## src/rtl/clic_arbiter.sv

```systemverilog
// clic_arbiter: interrupt arbiter and nesting-level scheduler for the n_clic core.
// Optional feature macro: CLIC_TAIL_CHAIN_EN adds an atomic pop+take on mret ("tail chain").
module clic_arbiter #(
    parameter int VecLen     = 8,
    parameter int PrioWidth  = 3,
    parameter int StackDepth = 4
) (
    input  logic                            clk,
    input  logic                            reset,
    input  logic [VecLen-1:0]               irq_req,
    input  logic                            cfg_we,
    input  logic [$clog2(VecLen)-1:0]       cfg_idx,
    input  logic [PrioWidth-1:0]            cfg_prio,
    input  logic                            cfg_en,
    input  logic                            cfg_pset,
    input  logic                            cfg_pclr,
    output logic                            take_valid,
    output logic [$clog2(VecLen)-1:0]       take_id,
    output logic [PrioWidth-1:0]            take_prio,
    input  logic                            take_ready,
    input  logic                            mret,
    output logic [PrioWidth-1:0]            level,
    output logic [$clog2(StackDepth+1)-1:0] depth,
`ifdef CLIC_TAIL_CHAIN_EN
    output logic                            tail_chain,
`endif
    output logic                            stack_err
);
    localparam int IdxW = $clog2(VecLen);
    localparam int DepW = $clog2(StackDepth + 1);
    localparam int SAW  = (StackDepth > 1) ? $clog2(StackDepth) : 1;

    typedef struct packed {
        logic                 valid;
        logic [IdxW-1:0]      id;
        logic [PrioWidth-1:0] prio;
    } pick_t;

    // Highest priority wins; strict compare keeps the lowest index on ties.
    function automatic pick_t pick(input logic [VecLen-1:0] elig,
                                   input logic [VecLen*PrioWidth-1:0] pf);
        pick_t r;
        r = '0;
        for (int i = 0; i < VecLen; i++) begin
            if (elig[i] && (!r.valid || pf[i*PrioWidth +: PrioWidth] > r.prio)) begin
                r.valid = 1'b1;
                r.id    = IdxW'(i);
                r.prio  = pf[i*PrioWidth +: PrioWidth];
            end
        end
        return r;
    endfunction

    logic [VecLen-1:0]           irq_q_reg, pending_reg, pending_next, en_reg;
    logic [VecLen-1:0]           rise_vec, set_vec, clr_vec, elig_lvl;
    logic [PrioWidth-1:0]        prio_reg [VecLen];
    logic [PrioWidth-1:0]        stack_reg [StackDepth];
    logic [VecLen*PrioWidth-1:0] prio_flat;
    logic [PrioWidth-1:0]        level_reg, level_next, stack_top;
    logic [DepW-1:0]             depth_reg, depth_next;
    logic                        stack_err_reg, stack_err_next, push;
    logic                        take_valid_reg, take_valid_next, reeval_reg, reeval_next;
    logic [IdxW-1:0]             take_id_reg, take_id_next, tc_id;
    logic [PrioWidth-1:0]        take_prio_reg, take_prio_next, tc_prio;
    logic                        hs, tc_fire;
    pick_t                       pick_lvl;

    assign stack_top = stack_reg[SAW'(depth_reg - DepW'(1))];
    // mret takes precedence: a handshake in an mret cycle is ignored and its pending bit kept.
    assign hs        = take_valid_reg & take_ready & ~mret;
    assign pick_lvl  = pick(elig_lvl, prio_flat);

`ifdef CLIC_TAIL_CHAIN_EN
    logic [VecLen-1:0] elig_top;
    pick_t             pick_top;
    logic              tc_reg;
    assign pick_top   = pick(elig_top, prio_flat);
    assign tc_fire    = mret & (depth_reg != '0) & pick_top.valid;
    assign tc_id      = pick_top.id;
    assign tc_prio    = pick_top.prio;
    assign tail_chain = tc_reg;
`else
    assign tc_fire = 1'b0;
    assign tc_id   = '0;
    assign tc_prio = '0;
`endif

    // Per-source edge detect, eligibility and pending update (set beats clear).
    for (genvar gi = 0; gi < VecLen; gi++) begin : g_src
        assign prio_flat[gi*PrioWidth +: PrioWidth] = prio_reg[gi];
        assign rise_vec[gi] = irq_req[gi] & ~irq_q_reg[gi];
        assign elig_lvl[gi] = pending_reg[gi] & en_reg[gi] & (prio_reg[gi] > level_reg);
        assign set_vec[gi]  = rise_vec[gi] | (cfg_we & cfg_pset & (cfg_idx == IdxW'(gi)));
        assign clr_vec[gi]  = (hs & (take_id_reg == IdxW'(gi)))
                            | (tc_fire & (tc_id == IdxW'(gi)))
                            | (cfg_we & cfg_pclr & (cfg_idx == IdxW'(gi)));
        assign pending_next[gi] = set_vec[gi] | (pending_reg[gi] & ~clr_vec[gi]);
`ifdef CLIC_TAIL_CHAIN_EN
        assign elig_top[gi] = pending_reg[gi] & en_reg[gi] & (prio_reg[gi] > stack_top);
`endif
    end

    // Level/depth stack control: mret pops (or tail-chains), handshake pushes.
    always_comb begin
        level_next     = level_reg;
        depth_next     = depth_reg;
        stack_err_next = stack_err_reg;
        push           = 1'b0;
        if (mret) begin
            if (depth_reg == '0) begin
                stack_err_next = 1'b1;
            end else if (tc_fire) begin
                level_next = tc_prio;
            end else begin
                level_next = stack_top;
                depth_next = depth_reg - DepW'(1);
            end
        end else if (hs) begin
            push       = 1'b1;
            level_next = take_prio_reg;
            depth_next = depth_reg + DepW'(1);
        end
    end

    // Offer register: drop after handshake/mret/full stack, hold while stalled, else arbitrate.
    always_comb begin
        take_valid_next = 1'b0;
        take_id_next    = take_id_reg;
        take_prio_next  = take_prio_reg;
        reeval_next     = cfg_we & take_valid_reg & (cfg_idx == take_id_reg);
        if (tc_fire) begin
            take_id_next   = tc_id;
            take_prio_next = tc_prio;
        end else if (hs || mret || depth_reg == DepW'(StackDepth)) begin
            take_valid_next = 1'b0;
        end else if (take_valid_reg && !take_ready && !reeval_reg) begin
            take_valid_next = 1'b1;
            if (pick_lvl.valid && pick_lvl.prio > take_prio_reg) begin
                take_id_next   = pick_lvl.id;
                take_prio_next = pick_lvl.prio;
            end
        end else begin
            take_valid_next = pick_lvl.valid;
            if (pick_lvl.valid) begin
                take_id_next   = pick_lvl.id;
                take_prio_next = pick_lvl.prio;
            end
        end
    end

    // Source state: request sampler, pending, per-source config.
    // The sampler resets to all-ones so a request already high at reset release is not an edge.
    always_ff @(posedge clk or negedge reset) begin
        if (!reset) begin
            irq_q_reg   <= '1;
            pending_reg <= '0;
            en_reg      <= '0;
            for (int i = 0; i < VecLen; i++) prio_reg[i] <= '0;
        end else begin
            irq_q_reg   <= irq_req;
            pending_reg <= pending_next;
            if (cfg_we) begin
                prio_reg[cfg_idx] <= cfg_prio;
                en_reg[cfg_idx]   <= cfg_en;
            end
        end
    end

    // Nesting state and registered offer outputs.
    always_ff @(posedge clk or negedge reset) begin
        if (!reset) begin
            for (int i = 0; i < StackDepth; i++) stack_reg[i] <= '0;
            level_reg      <= '0;
            depth_reg      <= '0;
            stack_err_reg  <= 1'b0;
            take_valid_reg <= 1'b0;
            take_id_reg    <= '0;
            take_prio_reg  <= '0;
            reeval_reg     <= 1'b0;
        end else begin
            if (push) stack_reg[SAW'(depth_reg)] <= level_reg;
            level_reg      <= level_next;
            depth_reg      <= depth_next;
            stack_err_reg  <= stack_err_next;
            take_valid_reg <= take_valid_next;
            take_id_reg    <= take_id_next;
            take_prio_reg  <= take_prio_next;
            reeval_reg     <= reeval_next;
        end
    end

`ifdef CLIC_TAIL_CHAIN_EN
    // One-cycle tail-chain pulse, aligned with the updated take_id/take_prio.
    always_ff @(posedge clk or negedge reset) begin
        if (!reset) tc_reg <= 1'b0;
        else        tc_reg <= tc_fire;
    end
`endif

    assign take_valid = take_valid_reg;
    assign take_id    = take_id_reg;
    assign take_prio  = take_prio_reg;
    assign level      = level_reg;
    assign depth      = depth_reg;
    assign stack_err  = stack_err_reg;
endmodule

```

## config.mk

```make
export PLATFORM = sky130hd
export DESIGN_NAME = clic_arbiter
export DESIGN_NICKNAME = d
export VERILOG_FILES = /design/src/rtl/clic_arbiter.sv
export SDC_FILE = /design/constraint.sdc
export NUM_CORES = 1
export LEC_CHECK = 0
export BUFFER_PORTS_ARGS = -buffer_cell sky130_fd_sc_hd__buf_2
export CAP_MARGIN = 40
export CORE_ASPECT_RATIO = 0.6
export CORE_MARGIN = 8
export CORE_UTILIZATION = 35
export DETAILED_ROUTE_END_ITERATION = 8
export PLACE_DENSITY_LB_ADDON = 0.05
export SLEW_MARGIN = 20
export SYNTH_ARGS = -nofsm -noshare
export SYNTH_HDL_FRONTEND = slang
export SYNTH_SLANG_ARGS = --single-unit
```

## constraint.sdc

```tcl
create_clock -name clk -period 15.4 [get_ports clk]
set_input_delay 1.54 -clock clk [delete_from_list [all_inputs] [get_ports clk]]
set_output_delay 1.54 -clock clk [all_outputs]
set_load 0.005 [all_outputs]
```

======== Yosys cells after proc, flatten, opt, wreduce, memory -nomap -nowiden ========
Cells that the tools add are included.
storage, ports and cells
  register bits ........................... 75
  latch bits .............................. 0
  RAM bits ................................ 0
  memory bits (read-only) ................. 0
  bits of input ports ..................... 22
  output and inout bits ................... 14
  word-level logic and storage cells ...... 247
  memories ................................ 0
cells by class
  add/sub/neg operators ................... 2
  $mul .................................... 0
  div/mod/pow operators ................... 0
  magnitude comparators ................... 23
  eq/ne operators ......................... 18
  shift-type cells ........................ 0
  multiplexer cells ....................... 36
  bitwise gates (word level) .............. 107
  reductions and logical operators ........ 39
operator list
  kind                                                number
  AND 1 bit                                           62
  2-to-1 mux 7 bit                                    8
  > comparator 3 bit                                  16
  2-to-1 mux 3 bit                                    16
  == test 3 bit, second input constant                9
  bitwise mux 24 bit                                  1
  bitwise OR 1 bit                                    24
  NOT 1 bit                                           18
  logical AND 1 bit                                   13
  bitwise mux 12 bit                                  1
  == test 3 x 2 -> 1 bit, second input constant       4
  demux 3 bit (select 3 bit)                          1
  logical NOT 1 bit                                   9
  logical NOT 3 bit                                   3
  logical OR 1 bit                                    9
  bitwise mux 8 bit                                   1
  binary-select mux 3 bit (select 2 bit)              1
  demux 3 bit (select 2 bit)                          1
  == test 3 x 1 -> 1 bit, second input constant       2
  >= comparator 3 bit, second input constant          2
  NOT 2 -> 3 bit                                      2
  2-to-1 mux 1 bit                                    5
  >= comparator 4 bit, second input constant          1
  < comparator 3 x 4 -> 1 bit, second input constant  1
  other kinds (13)                                    15

======== Depth between registers and ports, before layout ========
  word-level depth ........................ 35
  depth in mapped cells ................... 69

======== Worst setup path before layout ========
Ideal clock, no wire load.
  path type ............................... register to register
  start point ............................. register level_reg[1] (netlist: level[1])
  end point ............................... register take_prio_reg[1] (netlist: take_prio[1])
  library setup time ...................... 0.129 ns
  arrival ................................. 11.291 ns
  slack ................................... 3.980 ns
  stages on the path, launching flop included .. 65
  cells stage by stage .................... dfrtp_1 > inv_1 > ha_1 > nor2b_4 > o311a_4 > nand3_1 > ha_1 > a211oi_1 > o211ai_1 > and3_1 > nor2_1 > ha_1 > nor2b_1 > o21ai_0 > a32oi_1 > o21a_1 > o32ai_1 > ha_1 > [... 29 more ...] > ha_1 > a21o_1 > a21oi_1 > a31oi_1 > o21a_1 > clkbuf_1 > nand2_1 > o21ai_1 > ha_1 > nor2b_1 > o21a_1 > o21ai_0 > a221oi_1 > o31a_1 > clkbuf_1 > nor2_1 > a31oi_1 > o21ai_0
RTL lines
  element                 line  text
  from (decl)             59    logic [PrioWidth-1:0] level_reg, level_next, stack_top;
  from (signal assigned)  182   level_reg <= level_next;
  to (signal assigned)    187   take_prio_reg <= take_prio_next;
  to (decl)               64    logic [PrioWidth-1:0] take_prio_reg, take_prio_next, tc_prio;

==> out/metrics.cfg <==
[grt]
grt_pass1_wl_um = 22620
grt_pass1_vias = 3801
grt.overflow.total = 0
grt_max_degree = 51
grt_antenna_before_repair = 0
grt.total_usage = 0.1646

[detailed_routing]
dr.pass1.iters = 4
drt_iter0_drc = 261
ant_nets = 0
num_vias = 3700
drc = 0
routed_wl_um = 13720
post_drt_wl_per_cell_um = 20.24
via_per_inst = 5.457

[finish]
num_antenna_cells = 0
final_nets = 573
drive_above_1_share = 0.2247
area_growth_pct = 14.79
largest_reg_flops = 24

[clock_tree]
clock_latency_ps = 340
hold_buffers = 0
cts.path.max_buffers = 2
post_cts_buffers = 0
cts_num_sinks = 75
htree_levels = 3
cts_root_buf = clkbuf_16
clk_pin_slew_ps = 60
numCtsBuffers = 9
cts_tree = done
cts_resized = 0

[setup_path]
slowest_delay_ps = 630
crit_path_frequent_cell = ha_1
crit_start = level[1]
critical-path-slowest-cell = o32ai_1
required_ps = 15630
r2r_start = level[1]
path_max_fanout = 12
path_class = reg -> reg
worstSetupEndpointType = flop
r2r.worst_path.cells = 60
endpoint = take_id[0]
r2r_slack_ps = 2050
critPathLaunchType = flop
r2r_end = take_id[0]
cp.arrival_ps = 13580

[die]
die-height_um = 106.6
die_x_um = 167.0
rows = 33
coreArea_sq_mm = 0.01350
initial_core_util = 0.3547
die_area_sq_mm = 0.01781
ios = 36

[synth]
synth_top_family_by_area = compound AO/OA/AOI/OAI gates
synth-compound-area-share = 0.1868
synth_mux_area_frac = 0.1071
synthAdderAreaFrac = 0.1385
post_synth_num_cell_types = 66
yosysWarnings = 0
ys_seq_elements = 75
netlist_area_sq_mm = 0.004790
avgSynthCellArea_sq_um = 10.34
ys_async_sr_fraction = 1.000
synth_edf_count = 0
synth_nets = 538
synth_xor_xnor_area_share = 0.01097
synthSimpleGateAreaFrac = 0.1264
ys.flop_type = dfrtp_1
postSynthCellCount = 463
synth-seq-area-share = 0.3939

[status]
status = complete, no violations

[sta]
post-route-min-period_ps = 13350
fmax_mhz = 74.89
period_share = 0.8670
grt_setup_unrepaired = no
fin_hold_ws_ps = 473.8
slew_violations = 0
final-setup-viol-count = 0
tns_ps = 0
finalHoldViolations = 0
worst_pin_slew_ps = 773.4
maxSlewHeadroom = 0.4844
finalClockSkew_ps = 7.948

[pwr]
vdd_ir_drop_max_mv = 0.06289
swShare = 0.4336
cellPowerDensity_mw_per_mm2 = 227.6
p_seq_frac = 0.248
internal_power_mw = 0.7086
power.share.clock = 0.190
combPwrFrac = 0.562
leakagePower_nw = 2.407
switchingPower_mw = 0.5426

[placed_design]
gp_congestion = 0.8563
dp_hpwl_um = 10560
port_buffers = 35

[hold_path]
hp-class = reg -> reg

[job]
maxCapViolations = 0

-- synthesized netlist by cell type, types with 2 or more instances --
cell | number | area share
mux2i_1 | 4 | 0.0084
xor2_1 | 3 | 0.0055
dfrtp_1 | 67 | 0.35
or3_1 | 6 | 0.0078
o21ai_0 | 21 | 0.022
o211a_1 | 3 | 0.0063
inv_1 | 30 | 0.024
a21oi_1 | 10 | 0.010
xnor2_1 | 3 | 0.0055
a22o_1 | 2 | 0.0037
nor2_1 | 27 | 0.021
a211oi_1 | 3 | 0.0047
a221oi_1 | 2 | 0.0037
nand2b_1 | 4 | 0.0052
a21oi_2 | 2 | 0.0037
o211ai_1 | 3 | 0.0047
a31oi_1 | 7 | 0.0091
and3_1 | 2 | 0.0026
nand3_1 | 18 | 0.019
or2_2 | 4 | 0.0052
o21a_1 | 11 | 0.017
nand2_1 | 30 | 0.024
o32ai_1 | 2 | 0.0037
o221ai_1 | 16 | 0.029
ha_1 | 53 | 0.14
and2_1 | 4 | 0.0052
o21ai_1 | 7 | 0.0073
mux2_2 | 36 | 0.085
nand3b_1 | 3 | 0.0047
nor2b_1 | 13 | 0.017
o2111ai_1 | 5 | 0.0091
clkbuf_1 | 11 | 0.0086
a21o_1 | 3 | 0.0047
nor3_1 | 6 | 0.0063
o2bb2ai_1 | 2 | 0.0037
mux4_2 | 3 | 0.014
dfstp_2 | 8 | 0.044
-- logic make-up after synthesis --
family	after synthesis
AOI/OAI and AO/OA	120
xor gates and xnor gates	6
adders and majority gates	53
buffers and inverters	44
DFF	75
muxes	43
and+or+nand+nor	122
-- metal layers --
layer  vias to the layer above  wire [um]  GRT usage
met5                         -          0          0
met4                         0        131    0.04031
met3                        12        548    0.04109
met2                        73       5105     0.2116
met1                      1802       7937     0.2612
li1                       1813          -          -
-- worst min path at each step --
stage | cells after the start | slack (ps) | from | endpoint
3_3_place_gp | 1 | 460 | stack_err | stack_err
5_1_grt | 1 | 480 | stack_err | stack_err
3_5_place_dp | 1 | 460 | stack_err | stack_err
2_1_floorplan | 2 | 440 | stack_reg[7] | stack_reg[7]
6_report | 1 | 470 | stack_err | stack_err
4_1_cts | 1 | 470 | stack_err | stack_err
-- cell usage in the layout, fill, tap and decap left out, types with 3 or more instances in the layout --
cell type	count
a31oi_1	7
o21ai_1	7
nor3_1	6
clkbuf_16	9
xor2_1	3
o21ai_0	21
xnor2_1	3
a21o_1	3
a21oi_1	10
nor2b_1	13
or3_1	6
ha_1	53
and2_1	4
mux4_2	3
dfstp_2	8
buf_2	34
mux2i_1	4
nand3_1	18
nand2b_1	4
o21a_1	11
or2_2	4
o211ai_1	3
o211a_1	3
mux2_2	36
nand2_1	30
nor2_1	27
dfrtp_1	67
nand3b_1	3
inv_1	30
o221ai_1	16
o2111ai_1	5
a211oi_1	3
-- per-stage QoR --
| stage | util | worst slack (ps) | cells | cell area [sq um] | power [mW] |
|---|---|---|---|---|---|
| floorplan | - | 3980 | 463 | 4790 | 0.8227 |
| global placement | 0.3804 | 2381 | 661 | 5136 | 1.002 |
| detailed placement | 0.3824 | 2263 | 662 | 5164 | 1.010 |
| CTS | 0.4072 | 2228 | 678 | 5498 | 1.254 |
| global route | 0.4072 | 879.3 | 678 | 5498 | 1.375 |
| finish | 0.4072 | 2048 | 678 | 5498 | 1.251 |
-- critical path: cells and delay by family (launching register included) --
kind,cells,cell delay (ps)
AOI/OAI and AO/OA,35,7110
adders and majority gates,9,2730
buffers and inverters,1,380
DFF,1,390
muxes,1,380
and+or+nand+nor,14,2220
-- cell type report --
cell class                      instances  area, sq um
Sequential cell                        75         1887
Clock buffer                           10        239.0
Clock inverter                          6        95.09
Tap cell                              175        219.0
Timing Repair Buffer                   37        212.7
Multi-Input combinational cell        344         2729
Inverter                               31        116.4
Fill cell                            1329         8004
-- power by group through the flow --
stage	logic (mW)	registers, mW	clock network [mW]
finish	0.704	0.310	0.238
global route	0.804	0.318	0.253
CTS	0.701	0.309	0.244
detailed placement	0.698	0.312	0
global placement	0.688	0.314	0
floorplan	0.530	0.292	0
Note: power is estimated with default switching activity, not from simulation.
